File: config.mk
export PLATFORM = sky130hd
export DESIGN_NAME = control_cursa
export DESIGN_NICKNAME = d
export VERILOG_FILES = /design/src/rtl/control_cursa.sv
export SDC_FILE = /design/constraint.sdc
export NUM_CORES = 1
export LEC_CHECK = 0
export CAP_MARGIN = 40
export CORE_UTILIZATION = 45
export CTS_BUF_LIST = sky130_fd_sc_hd__clkbuf_8
export DETAILED_ROUTE_END_ITERATION = 8
export HOLD_SLACK_MARGIN = 0.06
export PLACE_DENSITY = 0.68
export SLEW_MARGIN = 5
export SYNTH_ARGS = -nofsm -noshare
export SYNTH_HDL_FRONTEND = slang
export SYNTH_SLANG_ARGS = --single-unit
File: constraint.sdc
create_clock -name clk -period 2.3 [get_ports clk]
set_input_delay 0.23 -clock clk [delete_from_list [all_inputs] [get_ports clk]]
set_output_delay 0.23 -clock clk [all_outputs]
set_load 0.02 [all_outputs]
File: src/rtl/control_cursa.sv
// Run sequencer for the line follower: arms a run, ramps duty, counts laps,
// and stops the motors on lap target, line loss or abort.
module control_cursa #(
    parameter int DEBOUNCE     = 16,
    parameter int LAP_MIN      = 50000000,
    parameter int LOST_TIMEOUT = 25000000,
    parameter int RAMP_DIV     = 50000,
    parameter int RAMP_STEP    = 8,
    parameter int DC_MAX       = 2457
) (
    input  logic        clk,
    input  logic        rst_n,
    input  logic        start,
    input  logic [1:0]  circuit,
    input  logic        senzor_1,
    input  logic        senzor_3,
    input  logic        senzor_5,
    input  logic [1:0]  dir_A_in,
    input  logic [1:0]  dir_B_in,
    input  logic [11:0] dc_A_in,
    input  logic [11:0] dc_B_in,
    output logic [1:0]  directie_driverA,
    output logic [1:0]  directie_driverB,
    output logic [11:0] factor_dc_driverA,
    output logic [11:0] factor_dc_driverB,
    output logic [7:0]  count_ture,
    output logic [2:0]  stare,
    output logic        cursa_gata,
    output logic        linie_pierduta
);

    localparam int DB_W   = $clog2(DEBOUNCE + 1);
    localparam int BL_W   = $clog2(LAP_MIN + 1);
    localparam int LS_W   = $clog2(LOST_TIMEOUT + 1);
    localparam int RP_W   = $clog2(RAMP_DIV + 1);

    typedef enum logic [2:0] {
        S_IDLE = 3'd0,
        S_RUN  = 3'd1,
        S_DONE = 3'd2,
        S_LOST = 3'd3
    } state_t;

    state_t      r_state;
    logic [1:0]  r_mode;
    logic [3:0]  r_sync1;
    logic [3:0]  r_sync2;
    logic        r_start_q;
    logic [1:0]  r_dir_a;
    logic [1:0]  r_dir_b;
    logic [11:0] r_duty_a;
    logic [11:0] r_duty_b;
    logic [11:0] r_cap;
    logic [7:0]  r_laps;
    logic        r_gata;
    logic        r_lost;
    logic [DB_W-1:0] r_db_cnt;
    logic [BL_W-1:0] r_blank;
    logic [LS_W-1:0] r_lost_cnt;
    logic [RP_W-1:0] r_ramp_cnt;

    logic        w_start_ev;
    logic        w_s1;
    logic        w_s3;
    logic        w_s5;
    logic        w_db_hit;
    logic        w_accept;
    logic [7:0]  w_laps_next;
    logic        w_target_hit;
    logic        w_lost_hit;
    logic        w_ramp_tick;
    logic [12:0] w_cap_sum;
    logic [11:0] w_cap_next;
    logic [11:0] w_duty_a;
    logic [11:0] w_duty_b;

    // 2-FF synchronizers: {start, senzor_1, senzor_3, senzor_5}
    always_ff @(posedge clk or negedge rst_n) begin
        if (!rst_n) begin
            r_sync1   <= 4'b0;
            r_sync2   <= 4'b0;
            r_start_q <= 1'b0;
        end else begin
            r_sync1   <= {start, senzor_1, senzor_3, senzor_5};
            r_sync2   <= r_sync1;
            r_start_q <= r_sync2[3];
        end
    end

    assign w_start_ev = r_sync2[3] & ~r_start_q;
    assign w_s1       = r_sync2[2];
    assign w_s3       = r_sync2[1];
    assign w_s5       = r_sync2[0];

    assign w_db_hit    = w_s1 && w_s5 && (r_db_cnt == DB_W'(DEBOUNCE - 1));
    assign w_accept    = w_db_hit && (r_blank == '0);
    assign w_laps_next = (r_laps == 8'hFF) ? 8'hFF : r_laps + 8'd1;
    assign w_target_hit = w_accept &&
        (((r_mode == 2'b01) && (w_laps_next == 8'd1)) ||
         ((r_mode == 2'b10) && (w_laps_next == 8'd10)));
    assign w_lost_hit  = !w_s3 && (r_lost_cnt == LS_W'(LOST_TIMEOUT - 1));

    assign w_ramp_tick = (r_ramp_cnt == RP_W'(RAMP_DIV - 1));
    assign w_cap_sum   = {1'b0, r_cap} + 13'(RAMP_STEP);
    assign w_cap_next  = (w_cap_sum > 13'(DC_MAX)) ? 12'(DC_MAX)
                                                   : w_cap_sum[11:0];
    assign w_duty_a    = (dc_A_in < r_cap) ? dc_A_in : r_cap;
    assign w_duty_b    = (dc_B_in < r_cap) ? dc_B_in : r_cap;

    always_ff @(posedge clk or negedge rst_n) begin
        if (!rst_n) begin
            r_state    <= S_IDLE;
            r_mode     <= 2'b00;
            r_dir_a    <= 2'b00;
            r_dir_b    <= 2'b00;
            r_duty_a   <= 12'd0;
            r_duty_b   <= 12'd0;
            r_cap      <= 12'd0;
            r_laps     <= 8'd0;
            r_gata     <= 1'b0;
            r_lost     <= 1'b0;
            r_db_cnt   <= '0;
            r_blank    <= '0;
            r_lost_cnt <= '0;
            r_ramp_cnt <= '0;
        end else if (circuit == 2'b00) begin
            r_state    <= S_IDLE;
            r_dir_a    <= 2'b00;
            r_dir_b    <= 2'b00;
            r_duty_a   <= 12'd0;
            r_duty_b   <= 12'd0;
            r_cap      <= 12'd0;
            r_laps     <= 8'd0;
            r_gata     <= 1'b0;
            r_lost     <= 1'b0;
            r_db_cnt   <= '0;
            r_blank    <= '0;
            r_lost_cnt <= '0;
            r_ramp_cnt <= '0;
        end else begin
            unique case (r_state)
                S_IDLE: begin
                    r_dir_a  <= 2'b00;
                    r_dir_b  <= 2'b00;
                    r_duty_a <= 12'd0;
                    r_duty_b <= 12'd0;
                    if (w_start_ev) begin
                        r_mode     <= circuit;
                        r_laps     <= 8'd0;
                        r_cap      <= 12'd0;
                        r_db_cnt   <= '0;
                        r_blank    <= '0;
                        r_lost_cnt <= '0;
                        r_ramp_cnt <= '0;
                        r_state    <= S_RUN;
                    end
                end
                S_RUN: begin
                    r_dir_a  <= dir_A_in;
                    r_dir_b  <= dir_B_in;
                    r_duty_a <= w_duty_a;
                    r_duty_b <= w_duty_b;
                    if (w_ramp_tick) begin
                        r_ramp_cnt <= '0;
                        r_cap      <= w_cap_next;
                    end else begin
                        r_ramp_cnt <= r_ramp_cnt + 1'b1;
                    end
                    // Counter parks at DEBOUNCE until the line is left
                    if (w_s1 && w_s5) begin
                        if (r_db_cnt != DB_W'(DEBOUNCE))
                            r_db_cnt <= r_db_cnt + 1'b1;
                    end else begin
                        r_db_cnt <= '0;
                    end
                    if (w_accept) begin
                        r_laps  <= w_laps_next;
                        r_blank <= BL_W'(LAP_MIN);
                    end else if (r_blank != '0) begin
                        r_blank <= r_blank - 1'b1;
                    end
                    if (!w_s3) begin
                        if (r_lost_cnt != LS_W'(LOST_TIMEOUT))
                            r_lost_cnt <= r_lost_cnt + 1'b1;
                    end else begin
                        r_lost_cnt <= '0;
                    end
                    if (w_target_hit || w_lost_hit) begin
                        r_dir_a  <= 2'b00;
                        r_dir_b  <= 2'b00;
                        r_duty_a <= 12'd0;
                        r_duty_b <= 12'd0;
                        r_cap    <= 12'd0;
                    end
                    if (w_target_hit) begin
                        r_state <= S_DONE;
                        r_gata  <= 1'b1;
                    end else if (w_lost_hit) begin
                        r_state <= S_LOST;
                        r_lost  <= 1'b1;
                    end
                end
                S_DONE, S_LOST: begin
                    r_dir_a  <= 2'b00;
                    r_dir_b  <= 2'b00;
                    r_duty_a <= 12'd0;
                    r_duty_b <= 12'd0;
                    r_cap    <= 12'd0;
                    if (w_start_ev) begin
                        r_state <= S_IDLE;
                        r_gata  <= 1'b0;
                        r_lost  <= 1'b0;
                    end
                end
                default: begin
                    r_state <= S_IDLE;
                end
            endcase
        end
    end

    assign directie_driverA  = r_dir_a;
    assign directie_driverB  = r_dir_b;
    assign factor_dc_driverA = r_duty_a;
    assign factor_dc_driverB = r_duty_b;
    assign count_ture        = r_laps;
    assign stare             = r_state;
    assign cursa_gata        = r_gata;
    assign linie_pierduta    = r_lost;

endmodule

==> results.toml <==
[cells_and_area]
seq_area_um2 = 3330
syn2layout_area_growth_pct = 34.0
multi_input_area_um2 = 4090
antenna_cells = 0
final_core_util_pct = 62.3
final_cell_mix = "dfrtp_1 (131), buf_4 (115), nor2_1 (82)"
layout_commonest_cell = "dfrtp_1"
nFillCells = 1393
finalInstanceArea_um2 = 9960
fin_nets = 1047
finalNonFillerCells = 1211
layout-drive-gt1-share_pct = 22.3

[floorplanning]
start_util_pct = 46.5
io_pins = 77
fp.dieW_um = 131
rows = 46
die_y_um = 131
die_area_um2 = 17000
core_area_um2 = 16000

[routing]
viasPerCell = 5.63
first_iter_violations = 491
top_layer = "met4"
drtAntennaViolNets = 0
drt-total-wl_um = 20100
route.met3.wl_um = 831
drt-pass1-iter-count = 5
wl_per_cell_um = 16.6
m1WireLength_um = 9290
remaining_drc_errors = 0
vias = 6817
met2RoutedLength_um = 9740

[sta]
report.final.slew_viol_count = 0
finalSetupViolCount = 5
worst_slack_ps = -34.9
finalCritPeriodShare_pct = 102
fmax_mhz = 428
relSlewSlack_pct = 60.6
hold_violations = 0
rsz0062_at_grt = "yes"
fin_crit_ps = 2330
finalClockSkew_ps = 10.3
worstMarginPinSlew_ps = 587
finalSetupTns_ps = -100

[job]
cap_viol_max_count = 0

[setup_path]
r2r_start = "r_blank[3]"
critical_path.cell_chain = "or4_4, or4_4, buf_6, nor4_4, a31oi_1, o22a_1"
critPathMaxFanout = 4
cpMostUsedCell = "or4_4"
cp_top_family = "simple AND/OR/NAND/NOR gates"
setup.worst_path.start = "r_blank[3]"
r2r_cells = 6
cp.required_ps = 2640
path_class = "reg -> reg"
critPathMaxStageDelay_ps = 560
rr_endpoint = "r_blank[25]"
end_kind = "register"
startpoint_type = "register"
endpoint = "r_blank[25]"
rrSetupSlack_ps = -30
cp.depth = 6
slowest_stage = "or4_4"
arrival_ps = 2670
path_buf_inv = 1

[status]
status = "finished, violations left"
violations = "setup timing"

[worst_hold_path]
hold_class = "in -> reg"
hold_path_depth = 1

[pwr]
p_per_area_nw_per_um2 = 867
clkPwrFrac_pct = 25.4
ir_drop_mv = 0.531
p_leak_nw = 4.37
p_int_w = 0.00555
p_comb_share_pct = 40.8
p_seq_share_pct = 33.8
swShare_pct = 35.8
power_switching_w = 0.00309

[placed_design]
gp_congestion = 0.971
placed_area_um2 = 9150
hpwl_um = 14100
portBuffers = 75
dpl.cell_count = 1163

[synth]
yosys.area.top_type = "dfrtp_1"
yosysSeqAreaShare_pct = 44.8
synth-warning-count = 0
ys_top_cells_by_area = "dfrtp_1 (45%), ha_1 (4.9%), nor2_1 (4.1%)"
synthesis.nets = 865
synth_area_um2 = 7440
synthCells = 800
synth.distinct_cells = 72
synth_edf_count = 0
avgSynthCellArea_um2 = 9.29
ys.flop_type = "dfrtp_1"
async_flop_share_pct = 100
yosysTopAreaCellShare_pct = 44.8
synth-seq-cells = 133

[grt]
grt_usage_pct = 24.5
grt_pass1_wl_um = 32300
grt_pass1_vias = 6450
grt_max_degree = 52
antenna_found_initial = 0
grt.overflow.total = 0

[clock_network]
cts_htree_levels = 4
root_buffer = "clkbuf_8"
cts_tree = "built"
clkLatencyLatePin_ps = 450
numCtsBuffers = 17
clock_path_buffers = 2
clk_pin_slew_ps = 80
clock_sinks = 133
-- state kept, by name, indices dropped and copies added (netlist names) --
| register | flops |
|---|---|
| r_lost_cnt | 25 |
| r_sync1 | 4 |
| factor_dc_driverA | 12 |
| r_sync2 | 4 |
| directie_driverA | 2 |
| r_db_cnt | 5 |
| r_mode | 2 |
| factor_dc_driverB | 12 |
| r_start_q | 1 |
| r_blank | 26 |
| directie_driverB | 2 |
| linie_pierduta | 1 |
| cursa_gata | 1 |
| r_ramp_cnt | 16 |
| stare | 2 |
| r_cap | 10 |
| count_ture | 8 |
-- logic make-up (layout without fill, tap and decap cells) --
family,Yosys count,count (layout),share of synthesized area [%]
AO/OA/AOI/OAI,193,193,16.4
XOR/XNOR,38,38,4.48
adder cells (fa/ha/maj),29,29,4.88
buffers and inverters,57,252,3.26
flip-flops,133,133,44.8
multiplexers,8,8,1.16
other,1,1,0.0504
AND/OR/NAND/NOR,341,341,25.1
-- worst register-to-register path, cell delays in order, from the launching register on --
cell	delay [ps]
dfrtp_1	420
or4_4	560
or4_4	470
buf_6	140
nor4_4	320
a31oi_1	130
o22a_1	200
-- repair_timing --
| item | CTS | global route |
|---|---|---|
| hold buffers | 1 | 0 |
| pin swaps | 4 | 24 |
| hold endpoints to repair | 48 | 0 |
| gates cloned | 0 | 0 |
| setup endpoints to repair | 35 | 81 |
| buffers inserted | 2 | 13 |
| gates resized for setup | 12 | 45 |
-- power by group through the flow --
| stage | Clock (W) | Combinational (W) | Sequential [W] |
|---|---|---|---|
| 2_1_floorplan | 0 | 0.00166 | 0.00298 |
| 3_3_place_gp | 0 | 0.00299 | 0.00291 |
| 3_5_place_dp | 0 | 0.00303 | 0.00291 |
| 4_1_cts | 0.00222 | 0.00314 | 0.00288 |
| 5_1_grt | 0.00233 | 0.00378 | 0.00296 |
| 6_report | 0.00220 | 0.00352 | 0.00292 |
-- Yosys cell counts, types with 4 or more instances --
| cell | n |
|---|---|
| nor4_1 | 13 |
| or4_1 | 7 |
| clkbuf_1 | 23 |
| nor3_1 | 25 |
| a31oi_1 | 11 |
| nor4b_1 | 9 |
| o2bb2ai_1 | 5 |
| mux2_2 | 5 |
| ha_1 | 29 |
| xor2_1 | 14 |
| nand3_1 | 54 |
| and4_1 | 4 |
| nand2_1 | 52 |
| and3_1 | 24 |
| o211ai_1 | 6 |
| o22a_1 | 13 |
| xnor2_1 | 24 |
| a211oi_1 | 4 |
| buf_2 | 10 |
| nor2_1 | 82 |
| o21ai_0 | 53 |
| o21a_1 | 8 |
| and2_1 | 9 |
| dfrtp_1 | 133 |
| or2_2 | 5 |
| inv_1 | 19 |
| nand2b_1 | 4 |
| or3_1 | 10 |
| nand4_1 | 17 |
| nor4_4 | 5 |
| o31ai_1 | 5 |
| a21oi_1 | 61 |
-- routing by layer --
| metal | GRT usage (%) | vias up |
|---|---|---|
| li1 | - | 3297 |
| met1 | 33.2 | 3323 |
| met2 | 39.7 | 175 |
| met3 | 5.09 | 22 |
| met4 | 6.96 | 0 |
| met5 | 0 | - |
-- worst min path at each step --
stage	startpoint	endpoint	slack, ps
2_1_floorplan	rst_n	count_ture[0]	-70
3_3_place_gp	rst_n	r_lost_cnt[0]	210
3_5_place_dp	rst_n	r_lost_cnt[0]	210
4_1_cts	senzor_5	r_sync1[0]	200
5_1_grt	senzor_5	r_sync1[0]	200
6_report	senzor_5	r_sync1[0]	220
-- final cells by class --
cell class | count | area share, %
clock buffers | 19 | 2.62
clock inverters | 13 | 1.81
inverters | 19 | 0.716
multi-input cells | 610 | 41.0
flip-flops and latches | 133 | 33.4
well taps | 216 | 2.71
repair buffers | 201 | 17.7
-- metrics by stage --
stage                     setup WS, ps  power [W]  hold slack, ps
after floorplan                   37.5    0.00464           -65.6
after global placement           -81.8    0.00590             215
after detailed placement          -127    0.00594             212
after CTS                         3.74    0.00825             199
after global routing              -107    0.00907             197
final                            -34.9    0.00864             221
Power figures use the tool's default switching activity.
